File: config.mk
export PLATFORM = sky130hd
export DESIGN_NAME = pwm_capture
export DESIGN_NICKNAME = d
export VERILOG_FILES = /design/src/rtl/pwm_capture.sv
export SDC_FILE = /design/constraint.sdc
export NUM_CORES = 1
export LEC_CHECK = 0
export ABC_AREA = 1
export CAP_MARGIN = 10
export CORE_UTILIZATION = 56
export DETAILED_ROUTE_END_ITERATION = 8
export PLACE_DENSITY = 0.8
export SLEW_MARGIN = 20
export SYNTH_ARGS = -nofsm -noshare
export SYNTH_HDL_FRONTEND = slang
export SYNTH_SLANG_ARGS = --single-unit
export TNS_END_PERCENT = 30
File: constraint.sdc
create_clock -name clock -period 2.87 [get_ports clock]
set_clock_uncertainty 0.05 [all_clocks]
set_input_delay 0.287 -clock clock [delete_from_list [all_inputs] [get_ports clock]]
set_output_delay 0.287 -clock clock [all_outputs]
set_load 0.01 [all_outputs]
File: src/rtl/pwm_capture.sv
// rtl/pwm_capture.sv - PWM high-time and period measurement with loss-of-signal timeout
module pwm_capture #(
    parameter int COUNTER_WIDTH = 16
) (
    input  logic                     clock,
    input  logic                     reset,
    input  logic                     pwm_input,
    output logic [COUNTER_WIDTH-1:0] high_count,
    output logic [COUNTER_WIDTH-1:0] period_count,
    output logic                     measure_valid,
    output logic                     signal_lost,
    output logic                     stuck_level
);

    localparam logic [COUNTER_WIDTH-1:0] CNT_MAX = '1;
    localparam logic [COUNTER_WIDTH-1:0] CNT_ONE = COUNTER_WIDTH'(1);

    typedef enum logic [1:0] {
        WAIT_RISE = 2'd0,
        MEAS_HIGH = 2'd1,
        MEAS_LOW  = 2'd2
    } state_t;

    state_t                   state;
    logic                     sync1;
    logic                     pwm_s;
    logic                     pwm_prev;
    logic [COUNTER_WIDTH-1:0] cnt;
    logic [COUNTER_WIDTH-1:0] high_tmp;
    logic [COUNTER_WIDTH-1:0] cnt_inc;
    logic                     rise;
    logic                     fall;

    // Two flops bring the line into the clock domain, a third gives the previous level for edge detection
    always_ff @(posedge clock or posedge reset) begin
        if (reset) begin
            sync1    <= 1'b0;
            pwm_s    <= 1'b0;
            pwm_prev <= 1'b0;
        end else begin
            sync1    <= pwm_input;
            pwm_s    <= sync1;
            pwm_prev <= pwm_s;
        end
    end

    assign rise    = pwm_s & ~pwm_prev;
    assign fall    = ~pwm_s & pwm_prev;
    // The counter sticks at all-ones so a dead line never aliases to a short period
    assign cnt_inc = (cnt == CNT_MAX) ? CNT_MAX : cnt + CNT_ONE;

    // Measurement state machine; all outputs are registered here
    always_ff @(posedge clock or posedge reset) begin
        if (reset) begin
            state         <= WAIT_RISE;
            cnt           <= '0;
            high_tmp      <= '0;
            high_count    <= '0;
            period_count  <= '0;
            measure_valid <= 1'b0;
            signal_lost   <= 1'b0;
            stuck_level   <= 1'b0;
        end else begin
            measure_valid <= 1'b0;
            if (signal_lost) begin
                stuck_level <= pwm_s;
            end

            case (state)
                WAIT_RISE: begin
                    // First rise after reset or loss only starts a period; nothing complete to report yet
                    if (rise) begin
                        cnt   <= CNT_ONE;
                        state <= MEAS_HIGH;
                    end else begin
                        cnt <= cnt_inc;
                        if (cnt_inc == CNT_MAX) begin
                            signal_lost <= 1'b1;
                            stuck_level <= pwm_s;
                        end
                    end
                end

                MEAS_HIGH: begin
                    // An edge on the saturating cycle is still a valid edge, so it is tested before the timeout
                    if (fall) begin
                        high_tmp <= cnt;
                        cnt      <= cnt_inc;
                        state    <= MEAS_LOW;
                    end else if (cnt == CNT_MAX) begin
                        signal_lost <= 1'b1;
                        stuck_level <= pwm_s;
                        state       <= WAIT_RISE;
                    end else begin
                        cnt <= cnt_inc;
                    end
                end

                MEAS_LOW: begin
                    if (rise) begin
                        high_count    <= high_tmp;
                        period_count  <= cnt;
                        measure_valid <= 1'b1;
                        signal_lost   <= 1'b0;
                        cnt           <= CNT_ONE;
                        state         <= MEAS_HIGH;
                    end else if (cnt == CNT_MAX) begin
                        signal_lost <= 1'b1;
                        stuck_level <= pwm_s;
                        state       <= WAIT_RISE;
                    end else begin
                        cnt <= cnt_inc;
                    end
                end

                default: begin
                    state <= WAIT_RISE;
                end
            endcase
        end
    end

endmodule

==> out/qor.txt, run 1 <==
VDD IR max: 553.4 µV
Req. time, crit path: 3050 ps
# setup viols final: 0
Total number of H-tree levels: 3
Status: finished, final reports clean
Initial core utilization: 58.26%
ANT nets after route: 0
Initial antenna violation count: 0
CP max FO: 7
Yosys warning count: 0
Die area: 0.006478 mm²
Share of layout cells above drive strength 1: 9.825%
Clock tree root driver cell: clkbuf_8
Post-CTS Setup Bufs: 0
Mapped Nets: 418
Number of gates resized after CTS: 0
Total grt overflow: 0
Antenna diodes: 0
Worst slew pin tran: 433.3 ps
CTS Buf Count: 9
Min Hold Slack: 204.2 ps
Post-synth EDFFs: 0
Largest area contributor in the netlist: dfrtp_1
Worst Hold Class: in2async
Vias per cell: 5.411
Tot GR Track Use: 25.99%
Leak Pwr: 0.001901 µW
Vias in the first global route: 2676
TritonCTS clock tree: done
Hold buffer count at CTS: 0
Clock transition at path regs: 80 ps
Period Utilization, post-route: 77.65%
Worst setup EP type: flip-flop
Core area: 0.005921 mm²
Via count: 2884
Top cells by count, synth: 112 x nand2_1, 72 x dfrtp_1, 61 x o21ai_0
Area Overhead vs Synth: 19.99%
Final nets: 464
Std cell rows: 28
Critical path class: reg2reg
RSZ-0062 raised after global routing: no
Clock sinks: 72
WP data arrival: 2410 ps
Largest net degree at the start of global routing: 50
Port Buf Inserts: 37
Tmin final: 2229 ps
Post-synth top flop: dfrtp_1
Flops & latches, synth: 72
Dpl hpwl: 5269 µm
Hold Fails Final Rpt: 0
Remaining DRCs: 0
GPL Wtd Cong: 0.9113
Max Cap Viol: 0
FFs w/ async S/R, synth: 100.0%
Longest Clk Path Bufs: 2
Max Transition Viols Final: 0
Fmax: 448.7 MHz
Pwr/cell area: 673.1 mW/mm²
CP startpoint kind: flip-flop
Die W: 80.49 µm
DR WL/cell: 14.17 µm
Synth cell types: 30
Share of the synthesized area in the top cell type: 52.23%
DRT Pass-1 Iters: 5
Syn Area/Cell: 8.434 µm²
Synthesized instance count: 409
Register area share after synthesis: 52.23%
# IOs: 38
Die Y: 80.49 µm
WL final: 7552 µm
R2R depth: 13
Mapped cell area: 0.003450 mm²
Clock Latency Late Sink: 340 ps
Setup TNS: 0 ps
Most frequent cell after synthesis: nand2_1
Area contributors post-synth: dfrtp_1 52%, nand2_1 12%, o21ai_0 8.9%
Initial DRC count: 240
Slew headroom: 71.07%
First-pass GRT wire length: 12600 µm
## state kept, by name, indices dropped and copies added (netlist names)
register       flops
stuck_level        1
pwm_prev           1
period_count      16
cnt               16
signal_lost        1
sync1              1
pwm_s              1
measure_valid      1
state              2
high_count        16
high_tmp          16
## worst max-delay path: stages (launching register included)
cell and delay, ps:
dfrtp_1 420, ha_1 250, nand3_4 150, nor2_4 210, nand3_4 130, ha_1 250
a21oi_2 110, nand2_1 50, nor2_1 90, nand3_1 120, nor2_1 130, nor2_1 50
nand2_1 60, a21oi_2 50
## report_power, final
part           internal [µW]  switching (µW)
clock network            438             370
registers               1120            85.8
logic                    305             468
total                   1860             924
## worst paths after layout
| check | from | endpoint | slack (ps) |
|---|---|---|---|
| max in group asynchronous | reset | cnt[10] | 2000 |
| worst min-delay path | reset | period_count[0] | 200 |
| min in group clock | sync1 | pwm_s | 300 |
| worst max register to register | cnt[1] | stuck_level | 640 |
| worst max-delay path | cnt[1] | stuck_level | 640 |
| worst min register to register | sync1 | pwm_s | 300 |
## layout by cell type, fill, tap and decap left out, drive strengths merged, types with 5 or more instances in the layout
master / instances
dfrtp: 72
a21oi: 11
ha: 6
clkdlybuf4s50: 37
o22ai: 8
inv: 48
nand2: 118
clkinv: 5
nor2: 32
clkbuf: 11
buf: 7
nand3: 24
o21ai: 64
## metrics by stage
step | util (%) | worst slack [ps] | cell area [µm²] | total power (µW) | std cells
after floorplan | - | 708.1 | 3450 | 1713 | 409
after global placement | 66.63 | 744.0 | 3945 | 1964 | 519
after detailed placement | 66.63 | 673.6 | 3945 | 1978 | 519
after CTS | 69.91 | 655.2 | 4139 | 2782 | 533
after global routing | 69.91 | 519.9 | 4139 | 2938 | 533
final | 69.91 | 641.4 | 4139 | 2786 | 533
## routing by layer
| metal | GRT usage [%] | vias to the layer above | wire [µm] |
|---|---|---|---|
| met5 | 0 | - | 0 |
| met4 | 9.464 | 0 | 138 |
| met3 | 5.227 | 11 | 341 |
| met2 | 40.59 | 84 | 3551 |
| met1 | 35.70 | 1379 | 3521 |
| li1 | - | 1410 | - |
## cell type report
cell class / count / area [µm²]
flip-flops and latches: 72 / 1802
fillers: 471 / 1782
multi-input cells: 276 / 1413
repair buffers: 44 / 435.4
inverters: 52 / 201.4
clock buffers: 11 / 151.4
well taps: 75 / 93.84
clock inverters: 3 / 42.54
## kinds of logic after synthesis
group | Yosys count | share of synthesized area [%]
AO/OA/AOI/OAI | 89 | 14.07
XOR/XNOR | 3 | 0.7618
adder cells (fa/ha/maj) | 6 | 2.176
buffers and inverters | 61 | 6.819
flip-flops | 72 | 52.23
AND/OR/NAND/NOR | 178 | 23.94
Note: power is estimated with default switching activity, not from simulation.
==> inputs of run 2 (changes only) <==
- clock period: 2.87 -> 2.1 ns (I/O delays scaled with it)
==> run 2 against run 1 <==
  * Sequential power rose by 38%
  * First-iteration DRC count rose by 16%
  * Register-to-register slack got worse by 530 ps
  * Clock power rose by 41%
  * Count of clock-buffer cells in the layout rose by 1
  * Critical path type unchanged
  * Via count rose by 4.2%
  * Setup slack got worse by 530 ps
  * Critical path depth did not move
  * Global-route usage rose by 0.31 points
  * Utilization rose by 3.3 points
  * Worst hold slack got worse by 5.4 ps
  * Die area did not move
  * Largest cell class unchanged
==> out/qor.txt, run 2 (synthesis gave the netlist of run 1 again) <==
Slowest CP cell: dfrtp_1
VDD IR max: 911.3 µV
WP data arrival: 2160 ps
Initial core utilization: 58.26%
Area Overhead vs Synth: 25.64%
CP startpoint kind: flip-flop
# setup viols final: 0
Cell Chain, Critical Path: ha_4 -> nand3_4 -> nor2_4 -> nand3_4 -> ha_2 -> a21oi_2 -> nand2_1 -> nor2_1 -> nand3_2 -> nor2_2 -> nor2_1 -> nand2_1 -> a21oi_2
Clock tree root driver cell: clkbuf_8
Total grt overflow: 0
Remaining DRCs: 0
Worst path bufs/invs: 0
Period Utilization, post-route: 94.48%
Area of the multi-input gates: 0.001455 mm²
Clock Latency Late Sink: 340 ps
Core area: 0.005921 mm²
# IOs: 38
Pre-CTS WS: 43.75 ps
Status: finished, final reports clean
Worst setup EP type: flip-flop
Die W: 80.49 µm
Critical Path Start: cnt[1]
First-pass GRT wire length: 12850 µm
Largest net degree at the start of global routing: 73
Most common cell after layout, fill and taps aside: nand2_1
WL final: 8023 µm
ANT nets after route: 0
Clock sinks: 72
Max Cap Viol: 0
Worst stage delay on the critical path: 410 ps
Critical Path Stages: 13
R2R depth: 13
Req. time, crit path: 2280 ps
CTS Buf Count: 9
RSZ-0062 raised after global routing: yes
Std cell rows: 28
DRT Pass-1 Iters: 5
Initial antenna violation count: 0
Total number of H-tree levels: 3
Tmin final: 1984 ps
Vias in the first global route: 2718
Die area: 0.006478 mm²
Final Total Pwr: 3986 µW
Final setup margin: 116.0 ps
Share of layout cells above drive strength 1: 15.97%
Slack of the worst reg-to-reg path: 120 ps
Final nets: 480
Vias per cell: 5.454
Dpl hpwl: 5394 µm
Max Transition Viols Final: 0
R2r endpoint: stuck_level
Pwr/cell area: 919.7 mW/mm²
Leak Pwr: 0.001992 µW
Antenna diodes: 0
Worst R2R Start: cnt[1]
Port Buf Inserts: 37
CP max FO: 5
Fmax: 504.0 MHz
Longest Clk Path Bufs: 2
Hold Fails Final Rpt: 0
TritonCTS clock tree: done
Min Hold Slack: 198.8 ps
Tot GR Track Use: 26.30%
Largest delay share family, worst path: simple AND/OR/NAND/NOR gates
Die Y: 80.49 µm
Via count: 3005
Commonest non-fill, non-tap cells in the layout: 110 x nand2_1, 69 x dfrtp_1, 61 x o21ai_0, 45 x inv_1, 37 x clkdlybuf4s50_1
GPL Wtd Cong: 0.9772
Slew headroom: 70.91%
Critical path class: reg2reg
Crit path capture: stuck_level
Fill count: 453
Worst slew pin tran: 431.8 ps
Clock transition at path regs: 80 ps
DR WL/cell: 14.56 µm
Register area: 0.001805 mm²
Initial DRC count: 278
Worst Hold Class: in2async
[run 2: how the worst min path moves through the flow]
| stage | end | depth (start not counted) |
|---|---|---|
| 5_1_grt | sync1 | 1 |
| 3_5_place_dp | pwm_s | 0 |
| 4_1_cts | cnt[7] | 3 |
| 6_report | period_count[0] | 3 |
| 2_1_floorplan | sync1 | 0 |
| 3_3_place_gp | pwm_s | 0 |
[run 2: report_power, final]
group	internal, µW	switching, µW	total, µW
logic	510	692	1200
clock network	617	521	1140
registers	1530	116	1650
[run 2: per-layer routing]
layer / routed length (µm) / part of all wire, % / vias to the layer above / GRT usage, %
met5: 0 / 0 / - / 0
met4: 130 / 1.6 / 0 / 10.00
met3: 443 / 5.5 / 12 / 4.205
met2: 3823 / 48 / 100 / 42.54
met1: 3625 / 45 / 1446 / 35.38
li1: - / - / 1447 / -
[run 2: per-stage QoR]
stage | std cells | area, µm² | utilization (%) | setup TNS [ps]
after floorplan | 409 | 3450 | - | 0
after global placement | 527 | 4005 | 67.65 | 0
after detailed placement | 527 | 4005 | 67.65 | 0
after CTS | 543 | 4213 | 71.15 | 0
after global routing | 551 | 4334 | 73.20 | -62.66
final | 551 | 4334 | 73.20 | 0
[run 2: area by class of cell]
class / count / share of cell area, %
clock buffers: 12 / 3.580
clock inverters: 4 / 1.212
inverters: 52 / 4.821
multi-input cells: 276 / 33.57
flip-flops and latches: 72 / 41.66
well taps: 75 / 2.165
repair buffers: 60 / 12.99
[run 2: worst reg2reg max path, stage by stage, from the launching register on]
cell     delay, ps
dfrtp_1        410
ha_4           170
nand3_4        130
nor2_4         190
nand3_4         80
ha_2           200
a21oi_2        100
nand2_1         50
nor2_1         110
nand3_2        120
nor2_2         120
nor2_1          40
nand2_1         70
a21oi_2         50
[run 2: repair_timing]
action / in CTS / in global routing
hold endpoints to repair: 0 / 0
resized for setup: 0 / 18
buffers inserted: 0 / 8
setup endpoints to repair: 0 / 9
hold buffers: 0 / 0
